**config.mk**
```make
export PLATFORM = sky130hd
export DESIGN_NAME = param_ping_pong_counter_gen2
export DESIGN_NICKNAME = d
export VERILOG_FILES = /design/src/rtl/param_ping_pong_counter_gen2.sv
export SDC_FILE = /design/constraint.sdc
export NUM_CORES = 1
export LEC_CHECK = 0
export CAP_MARGIN = 10
export CORE_MARGIN = 3
export CORE_UTILIZATION = 55
export DETAILED_ROUTE_END_ITERATION = 10
export PLACE_DENSITY = 0.89
export SYNTH_ARGS = -nofsm -noshare
export SYNTH_HDL_FRONTEND = slang
export SYNTH_SLANG_ARGS = --single-unit
```
**constraint.sdc**
```tcl
create_clock -name clk_origin -period 9.5 [get_ports clk_origin]
set_clock_uncertainty 0.05 [all_clocks]
set_input_delay 0.95 -clock clk_origin [delete_from_list [all_inputs] [get_ports clk_origin]]
set_output_delay 0.95 -clock clk_origin [all_outputs]
set_load 0.02 [all_outputs]
```
**src/rtl/param_ping_pong_counter_gen2.sv**
```systemverilog
// param_ping_pong_counter_gen2: tick-paced bounded counter with ping-pong, wrap, one-shot and hold modes.
// A direction flip applies immediately; out only moves on ticks while enable is high.
module param_ping_pong_counter_gen2 #(
    parameter int WIDTH    = 8,
    parameter int TICK_DIV = 50_000_000
) (
    input  logic             clk_origin,
    input  logic             rst_n,
    input  logic             enable,
    input  logic             flip,
    input  logic [1:0]       mode,
    input  logic [WIDTH-1:0] max,
    input  logic [WIDTH-1:0] min,
    input  logic [WIDTH-1:0] step,
    output logic [WIDTH-1:0] out,
    output logic             direction,
    output logic             tick,
    output logic             done,
    output logic             at_bound
);
    localparam int CW = $clog2(TICK_DIV);
    localparam logic [CW-1:0] LAST = CW'(TICK_DIV - 1);
    localparam logic [CW-1:0] PRE  = CW'(TICK_DIV - 2);
    localparam logic [1:0] PING_PONG = 2'b00, WRAP = 2'b01, ONE_SHOT = 2'b10, HOLD = 2'b11;

    logic [CW-1:0]    cnt;
    logic [1:0]       mode_q;
    logic [WIDTH:0]   up_sum, lo_sum;
    logic [WIDTH-1:0] dn_dif, nxt_out;
    logic             d_eff, step_en, top_hit, bot_hit, held, nxt_dir, nxt_done;

    assign step_en  = tick & enable;
    assign at_bound = (out == max) || (out == min);

    // Reaching min while descending reverses, mirroring the up rule at max.
    always_comb begin
        d_eff    = direction ^ flip;
        up_sum   = {1'b0, out} + {1'b0, step};
        lo_sum   = {1'b0, min} + {1'b0, step};
        dn_dif   = out - step;
        top_hit  = up_sum >= {1'b0, max};
        bot_hit  = {1'b0, out} <= lo_sum;
        held     = done & ~flip & (mode == mode_q);
        nxt_out  = out;
        nxt_dir  = d_eff;
        nxt_done = done & ~flip;
        if (step_en) begin
            nxt_done = held & (mode == ONE_SHOT);
            if (out > max || out < min) begin
                nxt_out  = min;
                nxt_dir  = 1'b1;
                nxt_done = 1'b0;
            end else if (max > min && step != '0 && mode != HOLD) begin
                if (mode == PING_PONG) begin
                    nxt_out = d_eff ? (top_hit ? max : up_sum[WIDTH-1:0]) : (bot_hit ? min : dn_dif);
                    nxt_dir = d_eff ? ~top_hit : bot_hit;
                end else if (mode == WRAP) begin
                    nxt_out = d_eff ? (up_sum > {1'b0, max} ? min : up_sum[WIDTH-1:0])
                                    : ({1'b0, out} < lo_sum ? max : dn_dif);
                end else if (!held) begin
                    nxt_out  = d_eff ? (top_hit ? max : up_sum[WIDTH-1:0]) : (bot_hit ? min : dn_dif);
                    nxt_done = d_eff ? top_hit : bot_hit;
                end
            end
        end
    end

    always_ff @(posedge clk_origin or negedge rst_n) begin
        if (!rst_n) begin
            cnt       <= '0;
            tick      <= 1'b0;
            out       <= '0;
            direction <= 1'b1;
            done      <= 1'b0;
            mode_q    <= '0;
        end else begin
            cnt       <= (cnt == LAST) ? '0 : cnt + 1'b1;
            tick      <= cnt == PRE;
            out       <= nxt_out;
            direction <= nxt_dir;
            done      <= nxt_done;
            if (step_en) mode_q <= mode;
        end
    end
endmodule

```
==> run summary, run 1 <==
For this block, the via count after detailed routing is 4274. Number of optimization iterations in the first detailed-route pass: 6. Summing all non-filler instances in the final layout gives an area of 0.004892 mm2. By area the synthesized netlist is led by sky130_fd_sc_hd__dfrtp_1, sky130_fd_sc_hd__ha_1, sky130_fd_sc_hd__xnor2_1, sky130_fd_sc_hd__a21oi_1, sky130_fd_sc_hd__xor2_1.

The most used flip-flop cell after synthesis is sky130_fd_sc_hd__dfrtp_1. Entering global routing, the biggest net connects 40 pins. The required time of the critical path is 9.67 ns, and the setup fix buffers added after clock tree synthesis is 0.

The instance count along the most critical hold path works out to 1. The run gives 5.43 ns as the register-to-register path setup slack. By startpoint and endpoint, the worst setup path is classified as input port to register. The final period demand of the worst path came out at 5.111 ns. The worst slack at placement is 4.176 ns, and the number of placed instances, taps included is 649.

The endpoint identified for the worst register-to-register timing path is out[0]$_DFFE_PN0P_. The synthesized netlist contains 68 unique library cells. In the synthesized netlist the async set-or-reset flop fraction comes to 100.0%. The routed metal-1 wire length came out at 5206 um.

At the end of routability-driven placement, the weighted congestion stood at 0.9882. In this run the deepest clock path goes through 2 buffers. The first global-routing pass estimated 20240 um of wire.

After detailed routing, the average wire length per cell comes to 19.32 um. The logs give 0.4257 ns for the hold slack and 0 for the final count of negative-setup-slack endpoints. The overall die height was 94.73 um.

The tree is rooted in a sky130_fd_sc_hd__clkbuf_8. Derived from the worst setup path, the maximum achievable clock frequency is 0.1956 GHz. The net count of the finished layout came out at 655.

For this run, the number of Yosys warnings is 0. Gates resized during post-CTS repair numbered 0. The gate count after technology mapping was 522. The peak supply drop was 0.0001466 V. The relative area change from synthesis to final layout is 12.97%, and the cts-stage hold buffer count is 0.

The max-slew violation total from the final report is 0, and the count of buffers inserted at the top-level ports is 41. Per-cell via count in the routed design: 6.495. The die boundary width came out at 94.73 um. The run gives 65.69% as the final core area utilization. The number of enable flip-flop cells after synthesis is 0, and the aggregate global-route resource usage is 28.81%. For the die footprint, the log shows 0.008974 mm2. Summed over all cells, the static leakage comes to 2.204 nW.

The share of post-route cells with drive strength above 1 is 5.197%. The share of the clock period used by the worst path after layout was 53.80%; the actual transition at the worst max-transition pin was 1.003 ns. After detailed routing, the met2 layer carries 5753 um of wire. The mean cell area of the mapped netlist is 8.296 um2, and the post-detailed-route count of antenna-violating nets is 0. The level count of the clock H-tree came out at 2.

After synthesis, the most frequently instantiated cells are sky130_fd_sc_hd__ha_1, sky130_fd_sc_hd__nor2_1, sky130_fd_sc_hd__nand2_1. The I/O pin count came out at 42. The overall overflow remaining after global route is 0. The tools report the core outline area as 0.007447 mm2. The startpoint identified for the worst hold timing path is cnt[4]$_DFF_PN0_. In this run the tightest slew margin relative to its limit is 32.90%. The tools report the final count of hold timing violations as 0. The number of DRC markers in iteration 0 was 503; the share of Yosys cell area claimed by the top area cell type was 21.96%. The tools report the startpoint kind of the worst setup timing path as an input port. Sequential elements use 22.57% of the synthesized area. The clock reaches the later pin of the worst-skew pair after 0.28 ns. The run gives 4.389 ns as the post-route worst setup slack. TritonCTS built the clock tree. In this design, the stage delay of the slowest critical-path cell is 0.68 ns. Setup repair after global routing left no endpoint under its margin.

Clock-pin slew was measured on the worst setup and hold paths at 0.07 ns. The logs give 0 for the initial antenna violation count and 4013 for the number of global-route vias before repair. The overall power after layout was 0.4676 mW; the number of buffers inserted during clock tree synthesis was 5. The total of fill cells in the finished design was 662; the post-synth net total was 620.

After detailed routing, the met3 layer carries 1297 um of wire. For this run, the number of standard cells in the final layout without fillers is 658. The final layout contains routed wiring with a total length of 12710 um. The tools report the startpoint of the worst setup timing path as step[1]. In the routed design, unresolved DRC markers number 0.

Counting every sink on the clock net gives 39. The initialized floorplan defines 31 standard-cell rows. The synthesized netlist occupies a cell area of 0.004330 mm2. The cell with the largest stage delay on the worst path is sky130_fd_sc_hd__clkdlybuf4s50_1.

STA classifies the critical path endpoint as a register. The worst hold path belongs to the class register to register. Highest signal layer in the routed design: met4.

The run finished with clean final reports. At the worst endpoint, the arrival time is 5.28 ns. The top cell type by total area after synthesis was sky130_fd_sc_hd__dfrtp_1.

The power per cell area came out at 95.57 mW/mm2. Walking the worst path, the cells encountered are clkdlybuf4s50_1 > ha_1 > a21o_1 > a21oi_1 > o21bai_1 > a21oi_1 > o21ai_0 > xnor2_1 > ha_1 > nor2_1 > a211oi_1 > o211a_1 > a21boi_2 > o311a_1 > nor3_1 > a2111oi_2 > a211o_1. The number of storage elements in the synthesis netlist was 39; the maximum fanout along the worst path was 15.

The wire-length estimate of the detail-placed layout is 9907 um. Summing all placed instances gives a cell area of 0.004805 mm2. Adding up every negative setup slack in the final design gives 0 ns. Startpoint of the worst-slack reg-to-reg timing path: out[2]$_DFFE_PN0P_. Initial core utilization: 58.15%.

The critical path ends at out[2]$_DFFE_PN0P_. The most common cell in the synthesized netlist is sky130_fd_sc_hd__ha_1. For the count of maximum capacitance violations, the log shows 0. The worst register-to-register path has a depth of 15.
## final cells by class
type                            instances  area (um2)  share of cell area (%)
Timing Repair Buffer                   43       420.4                   8.593
Multi-Input combinational cell        433        3152                   64.42
Clock buffer                            6       72.57                   1.483
Tap cell                               99       123.9                   2.532
Inverter                               35       131.4                   2.685
Sequential cell                        39       977.2                   19.97
Antenna cell                            1       2.502                 0.05115
Clock inverter                          2       12.51                  0.2558
## routing by layer
layer  global-route usage, %  vias to the layer above
met5                       0                        -
met2                   45.92                      261
met4                   9.976                        0
met1                   39.21                     1980
met3                   5.179                       59
li1                        -                     1974
## sequential cells by signal, indices dropped and copies added, names as in the netlist
register and count:
cnt 26, direction 1, done 1, mode_q 2, out 8, tick 1
## power breakdown
part	switching [mW]	total (mW)	internal (mW)	leakage, nW
combinational	0.114	0.189	0.0748	1.64
clock	0.0552	0.106	0.0513	0.0412
sequential	0.00237	0.172	0.170	0.522
## kinds of logic after synthesis
family	Yosys count	synth area share, %
flops	39	22.57
mux	2	0.4623
compound gates	131	21.12
xor+xnor	42	8.495
buf+inv	50	4.652
simple gates	190	22.54
fa+ha+maj	68	20.17
## cells in the final DEF (no fill, tap or decap), types with 4 or more instances in the layout
master / synthesis / final
sky130_fd_sc_hd__nand4_1: 13 / 13
sky130_fd_sc_hd__o211ai_1: 5 / 5
sky130_fd_sc_hd__ha_1: 65 / 65
sky130_fd_sc_hd__and3_1: 6 / 6
sky130_fd_sc_hd__nor3_1: 17 / 17
sky130_fd_sc_hd__dfrtp_1: 38 / 38
sky130_fd_sc_hd__o21ai_0: 26 / 26
sky130_fd_sc_hd__nor4_1: 7 / 7
sky130_fd_sc_hd__clkbuf_8: 0 / 5
sky130_fd_sc_hd__o21bai_1: 5 / 5
sky130_fd_sc_hd__nor2_1: 45 / 45
sky130_fd_sc_hd__nand2b_1: 8 / 8
sky130_fd_sc_hd__and4_1: 5 / 5
sky130_fd_sc_hd__inv_1: 35 / 35
sky130_fd_sc_hd__clkdlybuf4s50_1: 0 / 40
sky130_fd_sc_hd__a31oi_1: 6 / 6
sky130_fd_sc_hd__nor2b_1: 6 / 6
sky130_fd_sc_hd__and2_1: 6 / 6
sky130_fd_sc_hd__nand3_1: 20 / 20
sky130_fd_sc_hd__xnor2_1: 22 / 22
sky130_fd_sc_hd__o31ai_1: 5 / 5
sky130_fd_sc_hd__or3_1: 7 / 7
sky130_fd_sc_hd__xor2_1: 20 / 20
sky130_fd_sc_hd__o311a_1: 4 / 4
sky130_fd_sc_hd__nand2_1: 39 / 39
sky130_fd_sc_hd__a21oi_1: 38 / 38
## worst max-delay path, delay by kind of cell
| family | cells | cell delay [ns] |
|---|---|---|
| buffers and inverters | 1 | 0.68 |
| AOI/OAI and AO/OA | 11 | 2.79 |
| and+or+nand+nor | 2 | 0.11 |
| adders and majority gates | 2 | 0.60 |
| xor gates and xnor gates | 1 | 0.14 |
## worst min-delay path by stage
| stage | to | slack (ns) |
|---|---|---|
| 2_1_floorplan | cnt[4]$_DFF_PN0_ | 0.39 |
| 3_3_place_gp | cnt[4]$_DFF_PN0_ | 0.40 |
| 3_5_place_dp | cnt[4]$_DFF_PN0_ | 0.41 |
| 4_1_cts | cnt[4]$_DFF_PN0_ | 0.43 |
| 5_1_grt | cnt[4]$_DFF_PN0_ | 0.45 |
| 6_report | cnt[4]$_DFF_PN0_ | 0.43 |
Power figures use the tool's default switching activity.
==> run 2: changes to the inputs <==
CORE_UTILIZATION = 53   (was 55)
PLACE_DENSITY = 0.9   (was 0.89)
clock period = 4.25 ns   (was 9.5 ns; I/O delays follow)
==> run 2 against run 1 <==
  * Via count grew 1.9%
  * Final cell count grew 4.3%
  * Combinational power grew 140%
  * Die area grew 3.5%
  * Critical endpoint is now out[6]$_DFFE_PN0P_
==> run summary, run 2 (synthesized netlist as in run 1, its figures left out) <==
The detail route stage leaves a number of antenna-violating nets equal to 0. Path category of the worst min-delay check: input port to asynchronous set/reset pin. The relative area change from synthesis to final layout is 18.38%, and the level count of the clock H-tree is 2. The register with the most flip-flops was cnt. Combinational logic burns 39.3% of the power. The setup fix buffers added after clock tree synthesis is 0, and the final core area utilization is 65.32%.

The leading cell type in the layout, fill and taps excluded is sky130_fd_sc_hd__ha_1. The floorplan has 32 rows. Entering global routing, the biggest net connects 40 pins. The power per cell area was 223.5 mW/mm2.

Sort of element at the end of the critical path: a register. In this run the tool buffered the top-level ports with 41 buffer cells. The first global-routing pass estimated 20600 um of wire. In this run, the number of DRC markers left after iteration 0 of detailed routing was 335. Final count of hold timing violations: 0. The later pin in the worst-skew pair is clocked with a latency of 0.30 ns. The proportion of total power due to net switching is 35.32%, and the share of the clock period used by the worst path after layout is 95.79%.

Critical path arrival: 4.19 ns. The analysis attributes to net switching a power of 0.4046 mW. After clock tree synthesis, the clock-pin slew on the worst setup and hold paths is 0.09 ns. The die is 96.39 um wide. In this run the tightest slew margin relative to its limit is 39.06%.

The worst setup path is launched from an input port. The achievable clock frequency is 0.2456 GHz, and the initial core utilization is 55.18%. For the max-slew violation total from the final report, the log shows 0.

The number of global-route vias before repair was 4096; the clock sink total was 39. The first detailed-routing pass took 7 iterations. The maximum count of clock buffers along a single path was 2; the flip-flop count of the largest register, all copies and words added was 26. The maximum fanout along the worst path was 7. The delay of the slowest cell on the worst path came out at 0.49 ns. The tools report the number of buffers inserted during clock tree synthesis as 5. In the final design database the tool counted 681 nets.

For the detailed placer's ending HPWL, the log shows 10370 um. Per-cell routed wire length: 19.18 um. The share of post-route cells with drive strength above 1 came out at 9.932%. The critical path goes through clkdlybuf4s50_1 > ha_2 > fa_1 > a211oi_2 > o21bai_1 > a21oi_1 > xor2_1 > ha_1 > a22oi_1 > o211ai_1 > o211a_1 > a21boi_2 > buf_4 > o32a_1 > o311ai_0 > a41oi_1.

The total of fill cells in the finished design was 666; the number of remaining DRC errors was 0. At the end of routability-driven placement, the weighted congestion stood at 0.9968. The overall overflow remaining after global route is 0. The smallest clock period supported by the final layout is computed as 4.071 ns.

The tools report the clock root buffer master as sky130_fd_sc_hd__clkbuf_8. In the final layout, the registers with the most flip-flops are cnt (26), out (8), mode_q (2). Setup slack on the critical path of the routed design comes to 0.1787 ns. The hold slack is 0.1769 ns. The I/O pin count is 42. Internal power comes to 0.7409 mW. Global routing used 28.91% of the available tracks. The tools report the final routed wirelength across all metal layers as 13160 um. The core region is 0.007848 mm2. Fraction of power consumed by the clock network: 27.0%. Cell with the largest stage delay on the worst path: sky130_fd_sc_hd__clkdlybuf4s50_1. The tools report the count of maximum capacitance violations as 0.

The overall power after layout is 1.145 mW. The run gives 0 as the final count of negative-setup-slack endpoints. By startpoint and endpoint, the worst setup path is classified as input port to register.

The die footprint was 0.009291 mm2; the per-cell via count in the routed design was 6.351. At the placement stage, the worst setup path has a slack of -0.06493 ns. In the layout the commonest cells are sky130_fd_sc_hd__ha_1, sky130_fd_sc_hd__nor2_1, sky130_fd_sc_hd__clkdlybuf4s50_1, sky130_fd_sc_hd__nand2_1.

The initial antenna violation count is 0. The required time of the critical path was 4.37 ns. The run finished with clean final reports.

The run gives 2.349 nW as the static leakage. The peak supply drop came out at 0.0003639 V. Detailed routing inserted a total of 4357 vias. Per report_power, the sequential group accounts for 33.6% of the total. The die is 96.39 um tall. At the pin with the least slew margin, the transition time is 0.9122 ns.

0 antenna diodes ended up in the layout. TritonCTS built the clock tree.
## run 2: worst max-delay path, delay by kind of cell
kind            cells  cell delay, ns
xor+xnor            1            0.18
buf+inv             2            0.68
fa+ha+maj           3            0.92
compound gates     10            1.99
## run 2: what timing repair did
item	4_1_cts	5_1_grt
endpoints found under the hold margin	0	0
hold buffers	0	0
gates resized for setup	0	2
setup endpoints to repair	0	3
## run 2: power by group through the flow
stage | combinational (mW) | clock [mW] | sequential [mW]
finish | 0.451 | 0.310 | 0.385
floorplan | 0.256 | 0 | 0.398
CTS | 0.432 | 0.317 | 0.385
global placement | 0.418 | 0 | 0.392
global route | 0.480 | 0.329 | 0.386
detailed placement | 0.427 | 0 | 0.392
## run 2: through the flow
stage                        TNS, ns  instance area [um2]  cells
final                              0                 5126    686
after global routing      -0.0001275                 5126    686
after CTS                          0                 5116    686
after detailed placement     -0.2112                 5004    678
after global placement             0                 5004    678
after floorplan                    0                 4330    522
## run 2: area by class of cell
cell class              count  area [um2]  share of cell area (%)
well taps                 102       127.6                   2.490
multi-input cells         433        3162                   61.68
clock buffers               5       68.82                   1.342
inverters                  35       131.4                   2.563
flip-flops and latches     39       977.2                   19.06
clock inverters             3       43.79                  0.8543
repair buffers             69       615.6                   12.01
## run 2: routing by layer
layer	vias to the layer above	GRT usage (%)	part of all wire, %
met5	-	0	0
met4	0	9.930	3.5
met3	49	5.655	10
met2	254	47.10	45
met1	2021	38.33	42
li1	2033	-	-
## run 2: worst paths after layout
path,depth (start not counted),to,from,slack (ns)
worst min register to register,1,cnt[4]$_DFF_PN0_,cnt[4]$_DFF_PN0_,0.42
worst max-delay path,16,out[6]$_DFFE_PN0P_,step[0],0.18
worst max register to register,16,out[2]$_DFFE_PN0P_,out[1]$_DFFE_PN0P_,0.35
worst min-delay path,1,cnt[7]$_DFF_PN0_,rst_n,0.18
max in group asynchronous,1,mode_q[1]$_DFFE_PN0P_,rst_n,3.43
min in group clk_origin,1,cnt[4]$_DFF_PN0_,cnt[4]$_DFF_PN0_,0.42
